<file path="config.mk">
export PLATFORM = sky130hd
export DESIGN_NAME = alu_issue_ctrl
export DESIGN_NICKNAME = d
export VERILOG_FILES = /design/src/rtl/alu_issue_ctrl.sv
export SDC_FILE = /design/constraint.sdc
export NUM_CORES = 1
export LEC_CHECK = 0
export CAP_MARGIN = 5
export CORE_UTILIZATION = 45
export CTS_BUF_LIST = sky130_fd_sc_hd__clkbuf_2
export DETAILED_ROUTE_END_ITERATION = 7
export HOLD_SLACK_MARGIN = 0.03
export PLACE_DENSITY = 0.82
export RECOVER_POWER = 50
export SYNTH_ARGS = -nofsm -noshare
export SYNTH_HDL_FRONTEND = slang
export SYNTH_SLANG_ARGS = --single-unit
export TNS_END_PERCENT = 10
</file>
<file path="constraint.sdc">
create_clock -name clk -period 2.65 [get_ports clk]
set_input_delay 0.53 -clock clk [delete_from_list [all_inputs] [get_ports clk]]
set_output_delay 0.53 -clock clk [all_outputs]
set_load 0.1 [all_outputs]
</file>
<file path="src/rtl/alu_issue_ctrl.sv">
// Issue sequencer for the one-hot ALU: one op per handshake, result in HOLD until consumed.
// Single-cycle ops give out_valid two cycles after the accept cycle; mul holds start until alu_end or timeout.
module alu_issue_ctrl #(
  parameter int MUL_TIMEOUT = 64,
  parameter int CNT_W       = 7
) (
  input  logic             clk,
  input  logic             resetn,
  input  logic             in_valid,
  output logic             in_ready,
  input  logic [12:0]      in_op,
  input  logic [31:0]      in_src1,
  input  logic [31:0]      in_src2,
  input  logic             flush,
  output logic             out_valid,
  input  logic             out_ready,
  output logic [31:0]      out_result,
  output logic [1:0]       out_err,
  output logic [CNT_W-1:0] out_cycles,
  output logic [12:0]      alu_control,
  output logic [31:0]      alu_src1,
  output logic [31:0]      alu_src2,
  input  logic [31:0]      alu_result,
  input  logic             alu_end
);

  typedef enum logic [1:0] {IDLE, EXEC, REL, HOLD} state_t;

  localparam logic [CNT_W-1:0] TMO = CNT_W'(MUL_TIMEOUT);

  state_t           state;
  logic             is_mul;
  logic             flushed;
  logic [CNT_W-1:0] cnt;
  logic [CNT_W-1:0] cnt_inc;
  logic             op_legal;
  logic             accept;

  assign op_legal = (in_op != '0) && ((in_op & (in_op - 13'd1)) == '0);
  assign accept   = in_valid && in_ready && !flush;
  // Saturating increment: the counter must never wrap past the timeout.
  assign cnt_inc  = (cnt == TMO) ? TMO : cnt + CNT_W'(1);

  always_ff @(posedge clk or negedge resetn) begin
    if (!resetn) begin
      state       <= IDLE;
      in_ready    <= 1'b1;
      out_valid   <= 1'b0;
      out_result  <= '0;
      out_err     <= '0;
      out_cycles  <= '0;
      alu_control <= '0;
      alu_src1    <= '0;
      alu_src2    <= '0;
      is_mul      <= 1'b0;
      flushed     <= 1'b0;
      cnt         <= '0;
    end else begin
      case (state)
        IDLE: begin
          if (accept) begin
            cnt      <= '0;
            flushed  <= 1'b0;
            is_mul   <= in_op[12];
            in_ready <= 1'b0;
            if (op_legal) begin
              state       <= EXEC;
              alu_control <= in_op;
              alu_src1    <= in_src1;
              alu_src2    <= in_src2;
            end else begin
              state      <= HOLD;
              out_valid  <= 1'b1;
              out_result <= '0;
              out_err    <= 2'b01;
              out_cycles <= '0;
            end
          end
        end
        EXEC: begin
          if (flush) begin
            alu_control <= '0;
            flushed     <= 1'b1;
            if (is_mul) begin
              state <= REL;
            end else begin
              state    <= IDLE;
              in_ready <= 1'b1;
            end
          end else if (!is_mul) begin
            alu_control <= '0;
            out_result  <= alu_result;
            out_err     <= 2'b00;
            out_cycles  <= CNT_W'(1);
            out_valid   <= 1'b1;
            state       <= HOLD;
          end else begin
            cnt <= cnt_inc;
            if (alu_end) begin
              alu_control <= '0;
              out_result  <= alu_result;
              out_err     <= 2'b00;
              out_cycles  <= cnt_inc;
              state       <= REL;
            end else if (cnt_inc == TMO) begin
              alu_control <= '0;
              out_result  <= '0;
              out_err     <= 2'b10;
              out_cycles  <= TMO;
              state       <= REL;
            end
          end
        end
        REL: begin
          // One idle control cycle so the multiplier sees its start bit fall.
          if (flushed || flush) begin
            state    <= IDLE;
            in_ready <= 1'b1;
          end else begin
            state     <= HOLD;
            out_valid <= 1'b1;
          end
        end
        HOLD: begin
          if (flush || out_ready) begin
            out_valid <= 1'b0;
            in_ready  <= 1'b1;
            state     <= IDLE;
          end
        end
        default: begin
          state    <= IDLE;
          in_ready <= 1'b1;
        end
      endcase
    end
  end

endmodule

</file>
# --- Word level (Yosys, flattened, before mapping) ---
# Index checks and enable logic that the tools add are counted.
op_classes:
  n_addsub: 2
  n_eq_ne: 17
  mux: 56
  bitwise_logic: 1
  n_reduce_logical: 19
ops:
  columns: ["cell", "count"]
  rows:
  - ["$mux 32", 6]
  - ["$mux 13", 6]
  - ["$mux 7", 10]
  - ["$pmux 32 s2", 1]
  - ["$mux 2", 14]
  - ["$pmux 7 s2", 2]
  - ["$pmux 13 s2", 1]
  - ["$ne 2x2->1 const B", 10]
  - ["$eq 7x7->1 const B", 2]
  - ["$and 13x13->13", 1]
  - ["$logic_not 13->1", 1]
  - ["$reduce_bool 13->1", 1]
  - ["$sub 13x1->13 const B", 1]
  - ["$mux 1", 11]
  - ["$reduce_and 5->1", 2]
  - ["$reduce_and 3->1", 3]
  - ["$pmux 1 s4", 2]
  - ["$pmux 2 s4", 1]
  - ["$reduce_and 4->1", 2]
  - ["$add 7x1->7 const B", 1]
  - ["$reduce_and 6->1", 1]
  - ["$ne 5x5->1 const B", 1]
  - ["$eq 2x2->1 const B", 2]
  - ["$ne 4x4->1 const B", 1]
  - ["9 further kinds", 12]
totals:
  regBits: 131
  inputBits: 115
  output_inout_bits: 120
  word_cells: 107

# --- Longest topological paths before layout ---
depth:
  depth_word: 8
  ltp_mapped: 9
  ltp_nobuf: 8

# --- Worst setup path after synthesis ---
# Ideal clock, no wire load.
synth_path:
  kind: "in2reg"
  startpoint: "input port in_op[8]"
  endpoint: "register alu_src1[0]"
  setup_time_ns: 0.125
  arrival_ns: 2.420
  t_required_ns: 2.525
  path_slack_ns: 0.104
  stages: 7
  n_path_buf: 1
  cell_sequence: "or4_4 a211oi_2 o22ai_1 or3_4 nor2_4 buf_4 mux2_2"
synth_via:
  elab_chain_len: 5
  elab_cells_between_ends: 6
  cone_classes: "add/sub: 1; bitwise: 1; reduce/logical: 4"
synth_rtl:
  columns: ["item", "line_no", "rtl"]
  rows:
  - ["start: declaration", "11", "input logic [12:0] in_op,"]
  - ["$sub 13x1->13", "39", "assign op_legal = (in_op != '0) && ((in_op & (in_op - 13'd1)) == '0);"]
  - ["$and 13x13->13", "39", null]
  - ["$logic_not 13->1", "39", null]
  - ["$logic_and 1x1->1 (*)", "39", null]
  - ["$reduce_and 3->1 (no line) (*)", null, null]
  - ["end signal: assignment", "69", "alu_src1 <= in_src1;"]
  - ["end: declaration", "21", "output logic [31:0] alu_src1,"]
# Every way passes the cells marked *; elsewhere a longest branch is shown, timed or not.
# A chain may end at the register's enable or synchronous reset.

# --- Final worst setup path ---
layout_path:
  startpoint: "input port in_op[7]"
  endpoint: "register alu_src2[29]"
layout_via:
  elab_chain_len: 5
  elab_cells_between_ends: 6
  cone_classes: "add/sub: 1; bitwise: 1; reduce/logical: 4"
layout_rtl:
  columns: ["item", "line_no", "rtl"]
  rows:
  - ["$sub 13x1->13", "39", null]
  - ["$and 13x13->13", "39", null]
  - ["$logic_not 13->1", "39", null]
  - ["$logic_and 1x1->1 (*)", "39", null]
  - ["$reduce_and 3->1 (no line) (*)", null, null]
  - ["end signal: assignment", "70", "alu_src2 <= in_src2;"]
  - ["end: declaration", "22", "output logic [31:0] alu_src2,"]
# Marks and branches as above.

==> flow_metrics.tcl <==
set metrics [dict create \
    max_freq_mhz 395 \
    synth_top_area_share_pct 54.3 \
    io_buffer_count 234 \
    dieHeight_um 117 \
    drc 0 \
    cts.sinks 131 \
    antenna_left 0 \
    whs_path_depth 3 \
    viasPerCell 5.17 \
    syn_inst 523 \
    clk_latency_ps 690 \
    outcome "finished, violations left" \
    fin_nets 908 \
    cts_buffer_depth 2 \
    required_ps 3240 \
    core-area_mm2 0.0128 \
    overflow 0 \
    hp-class "in -> reg" \
    worstMarginPinSlew_ps 1540 \
    crit_chain "clkdlybuf4s50_1 > or4_4 > a211oi_2 > o22ai_1 > or3_4 > nor2_4 > buf_12 > mux2_2" \
    setup_ws_ps 117 \
    area_delta_synth_final_pct 45.9 \
    finalMaxSlewViolations 61 \
    rrSetupSlack_ps 210 \
    drive_gt1_share_pct 34.0 \
    arrival_ps 3130 \
    yosysTopAreaCell "dfrtp_1" \
    final_cell_mix "149 x buf_4, 130 x dfrtp_1, 113 x clkdlybuf4s50_1" \
    grt_pass1_wl_um 27000 \
    path_clk_slew_ps 200 \
    pre_cts_ws_ps -556 \
    min_from "alu_result[14]" \
    crit_path_top_delay_cell "or4_4" \
    cp-end-kind "register" \
    worst-path-max-fanout 51 \
    cp.depth 8 \
    yosys_warnings 0 \
    rr_worst_depth 8 \
    place_congestion 0.853 \
    total_power_uw 3550 \
    drt_iter0_markers 388 \
    tritoncts "done" \
    vdd_drop_max_uv 299 \
    drt-pass1-iter-count 4 \
    antenna_found_initial 2 \
    avgSynthCellArea_um2 11.5 \
    hold_slack_ps 359 \
    ys_ff_latch 131 \
    dr_total_vias 5060 \
    post_cts_buffers 0 \
    cp_top_family "simple AND/OR/NAND/NOR gates" \
    synth_ff_type "dfrtp_1" \
    nFillCells 988 \
    start_util_pct 46.7 \
    yosysSeqAreaShare_pct 54.7 \
    regToRegEndpoint "out_err[1]" \
    cap_violations 1 \
    finalCritPeriodShare_pct 95.6 \
    power.leakage_uw 0.00421 \
    drt_wl_total_um 16500 \
    startpoint_type "input pin" \
    hold_end "out_result[14]" \
    dieArea_mm2 0.0138 \
    slew_headroom_pct -2.88 \
    syn_area_mm2 0.00599 \
    power.density_mw_per_mm2 406 \
    synth_edf_count 0 \
    synth_area_leaders "dfrtp_1 54%, mux2_2 14%, mux2i_1 5.5%" \
    wire_per_inst_um 16.9 \
    grt_pass1_vias 5190 \
    mostFrequentLayoutCell "buf_4" \
    cts-htree-levels 4 \
    cts_buffers 17 \
    dpl.hpwl_um 12300 \
    fp-row-count 41 \
    hold_viol_final 0 \
    cts-root-buf "clkbuf_2" \
    die_x_um 117 \
    slowest_delay_ps 560 \
    io_pins 235 \
    setup_viol 0 \
    post-route-min-period_ps 2530 \
    async_flop_share_pct 100 \
    violations "capacitance limit, slew limit" \
    path_buf_inv 2 \
    fin_skew_ps 28.3 \
    grt.total_usage_pct 25.2 \
    reg2reg_from "cnt[1]" \
    grt_max_degree 62 \
    syn-num-nets 640 \
    synth_cell_types 56 \
    worstSetupPathType "in -> reg" \
]
==> timing repair <==
item                                    CTS  global route
endpoints found under the setup margin    0            42
endpoints found under the hold margin    58             0
gates resized for setup                   0             2
hold buffers                              1             0
==> how the worst max path moves through the flow <==
stage                     startpoint             end
final                       in_op[7]    alu_src2[29]
after global placement      in_op[7]    alu_src2[26]
after detailed placement    in_op[7]    alu_src2[29]
after CTS                     cnt[1]  out_result[31]
after global routing          cnt[1]  out_result[31]
after floorplan             in_op[8]     alu_src1[0]
==> where the power goes <==
group	leakage [uW]	switching, uW	internal (uW)
Clock	0.000141	749	523
Combinational	0.00241	98.7	178
Sequential	0.00165	1.11	2000
Total	0.00421	849	2700
==> sequential cells by signal, indices dropped and copies added, names as in the netlist, 2 cells and up <==
register     flops
alu_control     13
alu_src1        32
alu_src2        32
cnt              7
out_cycles       7
out_err          2
out_result      32
state            2
==> Yosys cell counts (6+ instances only) <==
library cell / number
mux2i_1: 33
inv_1: 52
buf_4: 6
nand3b_1: 15
nand2_1: 64
dfrtp_1: 130
o21ai_0: 13
a21oi_1: 14
clkbuf_1: 12
mux2_2: 72
nor2_1: 19
nor3_1: 9
==> layer usage <==
| layer | vias to the layer above | GRT usage, % | routed length (um) |
|---|---|---|---|
| met3 | 33 | 7.15 | 1180 |
| met4 | 0 | 11.0 | 470 |
| met2 | 204 | 42.8 | 8270 |
| met5 | - | 0 | 0 |
| met1 | 2473 | 29.6 | 6610 |
| li1 | 2350 | - | - |
==> through the flow <==
step / utilization (%) / cells / TNS (ps) / instance area, um^2
3_3_place_gp: 66.2 / 943 / -44950 / 8490
3_5_place_dp: 66.2 / 943 / -53620 / 8490
5_1_grt: 68.2 / 978 / -28.8 / 8740
6_report: 68.2 / 978 / 0 / 8740
4_1_cts: 68.2 / 976 / 0 / 8750
2_1_floorplan: - / 523 / 0 / 5990
==> logic make-up after synthesis <==
group,after synthesis,share of synthesized area (%)
AO/OA/AOI/OAI,67,8.37
XOR/XNOR,5,0.731
adder cells (fa/ha/maj),2,0.417
buffers and inverters,76,5.36
flip-flops,131,54.7
multiplexers,105,19.0
AND/OR/NAND/NOR,137,11.4
==> tightest hold or removal path, stage by stage <==
cell	delay, ps
clkdlybuf4s50_1	390
nand2_1	60
mux2i_1	60
==> final cells by class <==
class / instances / area, um^2 / share of cell area (%)
inverters: 52 / 195 / 2.23
clock buffers: 18 / 90.1 / 1.03
well taps: 172 / 215 / 2.46
diodes: 2 / 5.00 / 0.0572
flip-flops and latches: 131 / 3280 / 37.5
clock inverters: 14 / 163 / 1.86
multi-input cells: 316 / 2410 / 27.6
repair buffers: 273 / 2380 / 27.2
No activity file was read; power rests on OpenSTA's default activity.
